--- src/rtl/fetch_pkg.sv ---
// Shared fetch-stage types: FSM state encoding and the default datapath width.
package fetch_pkg;

   localparam int unsigned FETCH_L = 16;

   typedef enum logic [1:0] {
      ST_IDLE = 2'd0,
      ST_RUN  = 2'd1,
      ST_HALT = 2'd2
   } fetch_state_e;

endpackage : fetch_pkg

--- src/rtl/fetch_controller.sv ---
// Fetch controller: owns the PC, addresses the combinational instruction
// memory and registers each returned word into a one-entry slot for decode.
//
// Handshake: InstrValid/InstrOut/InstrPc form a valid/ready source. A word
// transfers on a rising edge where InstrValid=1 and InstrReady=1. While
// InstrValid=1 and InstrReady=0 the slot contents are frozen. InstrValid never
// depends combinationally on InstrReady. Redirect flushes the slot regardless
// of InstrReady.
module fetch_controller
   import fetch_pkg::*;
#(
   parameter int unsigned    L            = FETCH_L,
   parameter logic [L-1:0]   RESET_PC     = '0,
   parameter bit             HALT_ON_ZERO = 1'b0
) (
   input  logic         Clk,
   input  logic         Rst_n,
   input  logic         Start,
   output logic [L-1:0] Address,
   input  logic [L-1:0] MemInstruction,
   output logic [L-1:0] InstrOut,
   output logic [L-1:0] InstrPc,
   output logic         InstrValid,
   input  logic         InstrReady,
   input  logic         Redirect,
   input  logic [L-1:0] RedirectPc,
   output logic         Halted,
   output fetch_state_e DbgState
);

   fetch_state_e state_q, state_d;
   logic [L-1:0] pc_q, pc_d;
   logic [L-1:0] instr_q, instr_d;
   logic [L-1:0] ipc_q, ipc_d;
   logic         valid_q, valid_d;
   logic         slot_free;
   logic         zero_word;

   assign slot_free = !valid_q || InstrReady;
   assign zero_word = HALT_ON_ZERO && (MemInstruction == '0);

   // Next-state logic: Redirect overrides everything, then per-state capture/halt.
   always_comb begin
      state_d = state_q;
      pc_d    = pc_q;
      instr_d = instr_q;
      ipc_d   = ipc_q;
      valid_d = valid_q;

      if (Redirect) begin
         // The held word counts as consumed; the target is captured next edge.
         pc_d    = RedirectPc;
         valid_d = 1'b0;
         state_d = ST_RUN;
      end else begin
         case (state_q)
            ST_IDLE: begin
               if (Start) state_d = ST_RUN;
            end
            ST_RUN: begin
               if (slot_free) begin
                  if (zero_word) begin
                     // Do not issue the zero word; PC stays on it.
                     state_d = ST_HALT;
                     valid_d = 1'b0;
                  end else begin
                     instr_d = MemInstruction;
                     ipc_d   = pc_q;
                     valid_d = 1'b1;
                     pc_d    = pc_q + L'(1);
                  end
               end
            end
            ST_HALT: begin
               // A word captured before halting still drains to decode.
               if (valid_q && InstrReady) valid_d = 1'b0;
            end
            default: state_d = ST_IDLE;
         endcase
      end
   end

   // State, PC and output slot registers.
   always_ff @(posedge Clk or negedge Rst_n) begin
      if (!Rst_n) begin
         state_q <= ST_IDLE;
         pc_q    <= RESET_PC;
         instr_q <= '0;
         ipc_q   <= '0;
         valid_q <= 1'b0;
      end else begin
         state_q <= state_d;
         pc_q    <= pc_d;
         instr_q <= instr_d;
         ipc_q   <= ipc_d;
         valid_q <= valid_d;
      end
   end

   assign Address    = pc_q;
   assign InstrOut   = instr_q;
   assign InstrPc    = ipc_q;
   assign InstrValid = valid_q;
   assign Halted     = (state_q == ST_HALT);
   assign DbgState   = state_q;

endmodule : fetch_controller

--- config.mk ---
export PLATFORM = sky130hd
export DESIGN_NAME = fetch_controller
export DESIGN_NICKNAME = d
export VERILOG_FILES = /design/src/rtl/fetch_pkg.sv /design/src/rtl/fetch_controller.sv
export SDC_FILE = /design/constraint.sdc
export NUM_CORES = 1
export LEC_CHECK = 0
export CAP_MARGIN = 40
export CORE_AREA = 10 10 82 84
export CTS_BUF_LIST = sky130_fd_sc_hd__clkbuf_8
export DETAILED_ROUTE_END_ITERATION = 6
export DIE_AREA = 0 0 92 94
export PLACE_DENSITY = 0.76
export SLEW_MARGIN = 20
export SYNTH_ARGS = -nofsm -noshare
export SYNTH_HDL_FRONTEND = slang
export SYNTH_SLANG_ARGS = --single-unit
--- constraint.sdc ---
create_clock -name Clk -period 4.4 [get_ports Clk]
set_input_delay 0.44 -clock Clk [delete_from_list [all_inputs] [get_ports Clk]]
set_output_delay 0.44 -clock Clk [all_outputs]
set_load 0.005 [all_outputs]
# == Word-level counts from Yosys, hierarchy flattened ==
# Cells that the tools add are included.
# totals
ff_bits,51
latchBits,0
mem_bits_rw,0
romBits,0
out_inout_bits,52
wordCells,35
memories,0
# op_classes
addsub,1
multipliers,0
div_mod_pow,0
magnitude_cmp,0
eq_ne,6
n_shift,0
muxes,10
bitwise,1
reduce_logical,12
# ops
op,n
16-bit 2-to-1 mux,3
16-bit by 1-bit adder with 16-bit output (second input constant),1
3-bit inequality test (second input constant),2
3-bit AND reduction,2
2-bit 2-to-1 mux,2
2-bit one-hot mux with 2 select lines,1
2-bit AND reduction,2
2-bit nonzero test,2
1-bit 2-to-1 mux,3
3-bit by 2-bit inequality test with 1-bit output (second input constant),1
3-bit nonzero test,1
2-bit by 1-bit equality test with 1-bit output (second input constant),1
2-bit equality test (second input constant),1
2-bit logical NOT,1
2-bit by 1-bit inequality test with 1-bit output (second input constant),1
1-bit one-hot mux with 2 select lines,1
2-bit OR reduction,1
1-bit logical AND,1
1-bit logical NOT,1
1-bit logical OR,1
1-bit NOT,1

# == Logic depth before layout (Yosys ltp) ==
# Gate-level depths: netlist of run 1.
# logic_depth
depth_word,5
depth_mapped,5
ltp_nobuf,5

# == Worst setup path before layout of run 1 ==
# OpenSTA, ideal clock, no wires.
# synth_timing
path_type,input to register
startpoint,input InstrReady
endpoint,register instr_q[0] (netlist: InstrOut[0])
setup_time_ps,125
arrival_ps,1440
t_required_ps,4275
setup_slack_ps,2835
path_stages,5
cell_sequence,nand2b_1 > nand2_1 > nor2_1 > buf_2 > mux2_2
# synth_between
elab_chain_len,2
# synth_rtl
item,line,text
from (decl),fetch_controller.sv:24,"input logic InstrReady,"
1-bit logical OR,fetch_controller.sv:39,assign slot_free = !valid_q || InstrReady;
3-bit AND reduction (no source line),-,
to (signal assigned),fetch_controller.sv:94,instr_q <= instr_d;
to (decl),fetch_controller.sv:33,"logic [L-1:0] instr_q, instr_d;"
# No other way between the ends.
# A chain may end at the register's enable or synchronous reset.

# == Worst setup path after layout of run 1 ==
# layout_timing
startpoint,input InstrReady
endpoint,register instr_q[7] (netlist: InstrOut[7])
# Same word-level chain as after synthesis.

==> results.sh, run 1 <==
export IMPL_routed_wirelength_mm=5.57
export IMPL_finalSetupTns_ns=0
export IMPL_reg2reg_depth=5
export IMPL_grt_setup_unrepaired="no"
export IMPL_slew_violations=0
export IMPL_cts_repair_timing_setup_buffer_count=0
export IMPL_synth_cell_types=25
export IMPL_timing_rr_end="InstrOut[7]"
export IMPL_total_gr_overflow=0
export IMPL_synthesis_area_um2=2180
export IMPL_final_antenna_net_count=0
export IMPL_max_cap_violations=0
export IMPL_antenna_diode_count=0
export IMPL_initial_utilization=0.430
export IMPL_worst_slew_margin_rel=0.543
export IMPL_route_detailed_wl_per_inst_um=16.7
export IMPL_fill_cells=431
export IMPL_max_slew_worst_pin_slew_ns=0.684
export IMPL_grt_first_pass_wirelength_mm=9.20
export IMPL_synth_most_common_cell="dfrtp_1"
export IMPL_power_dens_cells_nw_per_um2=366
export IMPL_synth_avg_cell_area_um2=12.3
export IMPL_cts_hold_buffers=0
export IMPL_dr_pass1_iterations=4
export IMPL_ios=89
export IMPL_vdd_drop_max_mv=0.185
export IMPL_number_of_synthesized_register_bits=50
export IMPL_grt_max_degree=51
export IMPL_tritoncts="done"
export IMPL_grt_usage=0.129
export IMPL_gp_congestion=0.746
export IMPL_switching_portion_of_total_power=0.252
export IMPL_post_route_period_util=0.540
export IMPL_fp_row_count=26
export IMPL_clock_tree_buffer_depth=2
export IMPL_seq_area_um2=1250
export IMPL_routed_via_density=5.13
export IMPL_cp_start_kind="primary input"
export IMPL_reg2reg_from="InstrValid"
export IMPL_area_occupied_by_multi_input_gates_um2=885
export IMPL_skew_ns=0.00714
export IMPL_ys_seq_area_frac=0.573
export IMPL_crit_path_end_kind="flip-flop"
export IMPL_crit_required_ns=4.59
export IMPL_clock_tree_sinks=50
export IMPL_h_tree_depth=2
export IMPL_layout_nets=301
export IMPL_synth_async_sr_flop_share=1.00
export IMPL_hold_slack_ns=0.236
export IMPL_finalHoldViolations=0
export IMPL_cell_internal_pwr_mw=0.887
export IMPL_floorplan_die_area_um2=8650
export IMPL_clkTransAtPathRegs_ns=0.10
export IMPL_synth_enable_flop_cells=0
export IMPL_report_power_total_mw=1.19
export IMPL_antenna_found_initial=0
export IMPL_area_delta_synth_final_pct=48.2
export IMPL_drt_iter0_markers=65
export IMPL_synth_common_cells="50 x dfrtp_1, 33 x mux2_2, 12 x o21ai_0"
export IMPL_clk_insertion_delay_late_ns=0.30
export IMPL_detailed_place_hpwl_mm=4.18
export IMPL_worst_endpoint_arrival_ns=2.56
export IMPL_portion_of_total_power_attributed_to_sequential_cells=0.482
export IMPL_io_buffers=86
export IMPL_chipWidth_um=92
export IMPL_layout_drive_gt1_share=0.182
export IMPL_first_global_vias=1742
export IMPL_hold_class="in -> async"
export IMPL_fin_crit_ns=2.37
export IMPL_dr_total_vias=1712
export IMPL_clock_power_share=0.276
export IMPL_final_setup_viol_count=0
export IMPL_cts_resized=0
export IMPL_power_static_leakage_nw=1.28
export IMPL_cts_made_buffers=5
export IMPL_max_freq_mhz=421
export IMPL_synth_largest_area_cell="dfrtp_1"
export IMPL_power_switching_mw=0.299
export IMPL_drcViolationCount=0
export IMPL_postSynthCellCount=177
export IMPL_worstSetupPathType="in -> reg"
export IMPL_status="completed"
export IMPL_clk_root_buffer_cell="clkbuf_8"
export IMPL_share_comb_of_total_power=0.242
export IMPL_synth_top_cells_by_area="dfrtp_1 57%, mux2_2 17%, o21ai_0 2.8%"
export IMPL_synth_yosys_warnings=0
export IMPL_cp_max_fo=18
export IMPL_yosysTopAreaCellShare=0.573
export IMPL_yosys_most_used_dff="dfrtp_1"
export IMPL_core_area_um2=5070
export IMPL_finish_utilization=0.638
export IMPL_r2r_slack_ns=2.23
export IMPL_fp_dieH_um=94
metrics by stage:
stage / area (um2) / instances / setup WS [ns]
final: 3240 / 334 / 2.03
after global routing: 3240 / 334 / 1.89
after CTS: 3240 / 334 / 2.00
after detailed placement: 3120 / 326 / 1.69
after global placement: 3090 / 325 / 1.60
after floorplan: 2190 / 178 / 2.84
layout by cell type, fill, tap and decap left out, types with 3 or more instances in the layout:
cell / n
or3_1: 5
o21ai_0: 12
nand2_1: 10
nand4_1: 8
nor2_1: 9
mux2_2: 33
a31oi_1: 7
or4_1: 3
xor2_1: 6
clkbuf_8: 5
o31ai_1: 3
nand3_1: 5
clkdlybuf4s50_1: 85
and3_1: 3
dfrtp_1: 50
per-layer routing:
layer	part of all wire	wire length [um]	GRT usage	vias up
met1	0.44	2430	0.165	840
met3	0.085	471	0.0560	7
met2	0.47	2620	0.201	61
li1	-	-	-	804
met4	0.0075	42	0.0231	0
met5	0	0	0	-
how the worst max path moves through the flow:
stage                     from            to  slack [ns]  cells past startpoint
finish              InstrReady   InstrOut[7]        2.03                      6
global route        InstrReady  InstrOut[11]        1.89                      6
CTS                 InstrReady   InstrOut[7]        2.00                      6
detailed placement  InstrReady   InstrOut[7]        1.69                      6
global placement    InstrReady   InstrOut[1]        1.60                      5
floorplan           InstrReady   InstrOut[0]        2.84                      5
power groups by stage:
stage               registers [mW]  clock network [mW]  logic [mW]
global route                 0.583               0.354       0.314
global placement             0.578                   0       0.283
floorplan                    0.579                   0      0.0929
detailed placement           0.582                   0       0.294
finish                       0.572               0.327       0.287
CTS                          0.573               0.335       0.295
worst max-delay path: stages:
cell,delay (ns)
clkdlybuf4s50_1,0.44
nand2b_1,0.40
nand2_1,0.23
nor2_4,0.47
buf_16,0.22
mux2_2,0.35
cell type report:
| class | count | area share |
|---|---|---|
| multi-input combinational | 116 | 0.273 |
| timing repair buffer | 88 | 0.275 |
| inverter | 2 | 0.00232 |
| clock buffer | 5 | 0.0213 |
| clock inverter | 3 | 0.0139 |
| sequential | 50 | 0.387 |
| tap | 70 | 0.0271 |
sequential cells by signal (all words and copies together) (netlist names):
signal and cells:
InstrPc 16, InstrValid 1, InstrOut 16, Address 16, DbgState 1
cell families after synthesis:
logic type / Yosys count / synth area share
AND/OR/NAND/NOR: 49 / 0.128
buffers and inverters: 12 / 0.0269
adder cells (fa/ha/maj): 1 / 0.00573
multiplexers: 34 / 0.175
AO/OA/AOI/OAI: 22 / 0.0579
XOR/XNOR: 8 / 0.0321
other: 1 / 0.00172
flip-flops: 50 / 0.573
Note: power is estimated with default switching activity, not from simulation.
==> run 2: changes to the inputs <==
--- a/config.mk
+++ b/config.mk
@@ -6,11 +6,11 @@
 export NUM_CORES = 1
 export LEC_CHECK = 0
 export CAP_MARGIN = 40
-export CORE_AREA = 10 10 82 84
+export CORE_AREA = 10 10 85 87
 export CTS_BUF_LIST = sky130_fd_sc_hd__clkbuf_8
 export DETAILED_ROUTE_END_ITERATION = 6
-export DIE_AREA = 0 0 92 94
-export PLACE_DENSITY = 0.76
+export DIE_AREA = 0 0 95 97
+export PLACE_DENSITY = 0.73
 export SLEW_MARGIN = 20
 export SYNTH_ARGS = -nofsm -noshare
 export SYNTH_HDL_FRONTEND = slang
==> constraint.sdc (replaced) <==
create_clock -name Clk -period 2 [get_ports Clk]
set_input_delay 0.2 -clock Clk [delete_from_list [all_inputs] [get_ports Clk]]
set_output_delay 0.2 -clock Clk [all_outputs]
set_load 0.005 [all_outputs]
==> results.sh, run 2 (same netlist as run 1, synthesis figures left out) <==
export IMPL_gp_congestion=0.755
export IMPL_finalHoldViolations=0
export IMPL_antenna_diode_count=0
export IMPL_core_area_um2=5470
export IMPL_cts_resized=0
export IMPL_final_instance_count_excl_fill=342
export IMPL_timing_critical_path_slowest_cell_delay_ns=0.46
export IMPL_cts_repair_timing_setup_buffer_count=0
export IMPL_grt_max_degree=51
export IMPL_cp_start_kind="flip-flop"
export IMPL_layout_drive_gt1_share=0.196
export IMPL_status="completed"
export IMPL_grt_most_used_layer="met2"
export IMPL_slew_violations=0
export IMPL_drcViolationCount=0
export IMPL_grt_setup_unrepaired="no"
export IMPL_area_delta_synth_final_pct=52.0
export IMPL_clock_tree_buffer_depth=2
export IMPL_clkTransAtPathRegs_ns=0.09
export IMPL_placedCellCount=333
export IMPL_worst_setup_slack_before_clock_tree_synthesis_ns=0.156
export IMPL_detailed_place_hpwl_mm=4.20
export IMPL_final_setup_viol_count=0
export IMPL_chipWidth_um=95
export IMPL_power_dens_cells_nw_per_um2=834
export IMPL_finalSetupTns_ns=0
export IMPL_ios=89
export IMPL_highest_count_cells_in_the_layout_ignoring_fill_and_taps="85 x clkdlybuf4s50_1, 50 x dfrtp_1, 33 x mux2_2"
export IMPL_report_power_total_mw=2.77
export IMPL_finish_utilization=0.607
export IMPL_crit_required_ns=2.23
export IMPL_clk_insertion_delay_late_ns=0.30
export IMPL_vdd_drop_max_mv=0.489
export IMPL_fp_row_count=27
export IMPL_gr_usage_met1=0.149
export IMPL_final_antenna_net_count=0
export IMPL_dr_total_vias=1675
export IMPL_hold_class="in -> async"
export IMPL_placement_cell_area_um2=3170
export IMPL_fill_cells=453
export IMPL_max_freq_mhz=560
export IMPL_hold_slack_ns=0.401
export IMPL_clock_tree_sinks=50
export IMPL_final_common_cell="clkdlybuf4s50_1"
export IMPL_dr_pass1_iterations=4
export IMPL_cp_max_fo=6
export IMPL_cts_hold_buffers=1
export IMPL_drt_iter0_markers=38
export IMPL_io_buffers=86
export IMPL_reg2reg_depth=5
export IMPL_route_detailed_wl_per_inst_um=16.6
export IMPL_routed_wirelength_mm=5.68
export IMPL_total_gr_overflow=0
export IMPL_skew_ns=0.00551
export IMPL_power_static_leakage_nw=1.33
export IMPL_first_global_vias=1730
export IMPL_met3_usage=0.0555
export IMPL_tritoncts="done"
export IMPL_initial_utilization=0.399
export IMPL_post_route_period_util=0.893
export IMPL_design_area_um2=3320
export IMPL_h_tree_depth=2
export IMPL_layout_nets=307
export IMPL_cp_slowest_cell="dfrtp_1"
export IMPL_antenna_found_initial=0
export IMPL_floorplan_die_area_um2=9220
export IMPL_clk_root_buffer_cell="clkbuf_8"
export IMPL_routed_via_density=4.90
export IMPL_max_cap_violations=0
export IMPL_groute_layer_met2_usage=0.188
export IMPL_fin_crit_ns=1.79
export IMPL_fp_dieH_um=97
export IMPL_grt_first_pass_wirelength_mm=9.04
export IMPL_grt_usage=0.122
export IMPL_cts_made_buffers=5
export IMPL_worst_endpoint_arrival_ns=2.02
export IMPL_timing_critical_path_cells="ha_1, and3_1, nand4_1, or3_1, a31oi_1"
export IMPL_worstSetupPathType="reg -> reg"
export IMPL_setup_slack_ns=0.215
export IMPL_crit_path_end_kind="flip-flop"
-- run 2: cell count changes in the layout (fill, tap and decap cells not counted), sizes merged --
cell and change:
bufinv +1, dlygate4sd3 +1, clkbuf +1, buf +5
clkinvlp -2
-- run 2: path summary, 6_finish.rpt --
kind / startpoint / endpoint / slack, ns
setup / recovery: Address[1] / Address[12] / 0.21
min in group Clk: RedirectPc[10] / Address[10] / 0.45
hold / removal: Rst_n / InstrPc[11] / 0.40
setup reg to reg: Address[1] / Address[12] / 0.21
hold reg to reg: InstrOut[10] / InstrOut[10] / 0.51
max in group asynchronous: Rst_n / Address[6] / 1.35
-- run 2: cell type report --
type / count / area (um2) / area share
tap: 72 / 90.1 / 0.0271
inverter: 2 / 7.51 / 0.00226
timing repair buffer: 94 / 943 / 0.284
sequential: 50 / 1250 / 0.377
clock inverter: 2 / 60.1 / 0.0181
multi-input combinational: 116 / 885 / 0.266
clock buffer: 6 / 82.6 / 0.0249
-- run 2: per-layer routing --
metal,wire length [um],part of all wire
met3,553,0.097
met2,2540,0.45
met4,63,0.011
met1,2530,0.44
met5,0,0
-- run 2: worst max-delay path, delay by kind of cell (launching register included) --
family,cells,cell delay (ns)
compound gates,1,0.16
fa+ha+maj,1,0.20
flops,1,0.46
simple gates,3,0.89
-- run 2: report_power, final --
part	internal, mW	leakage (nW)	switching, mW
clock	0.533	0.0714	0.336
combinational	0.437	0.679	0.205
sequential	1.15	0.581	0.108
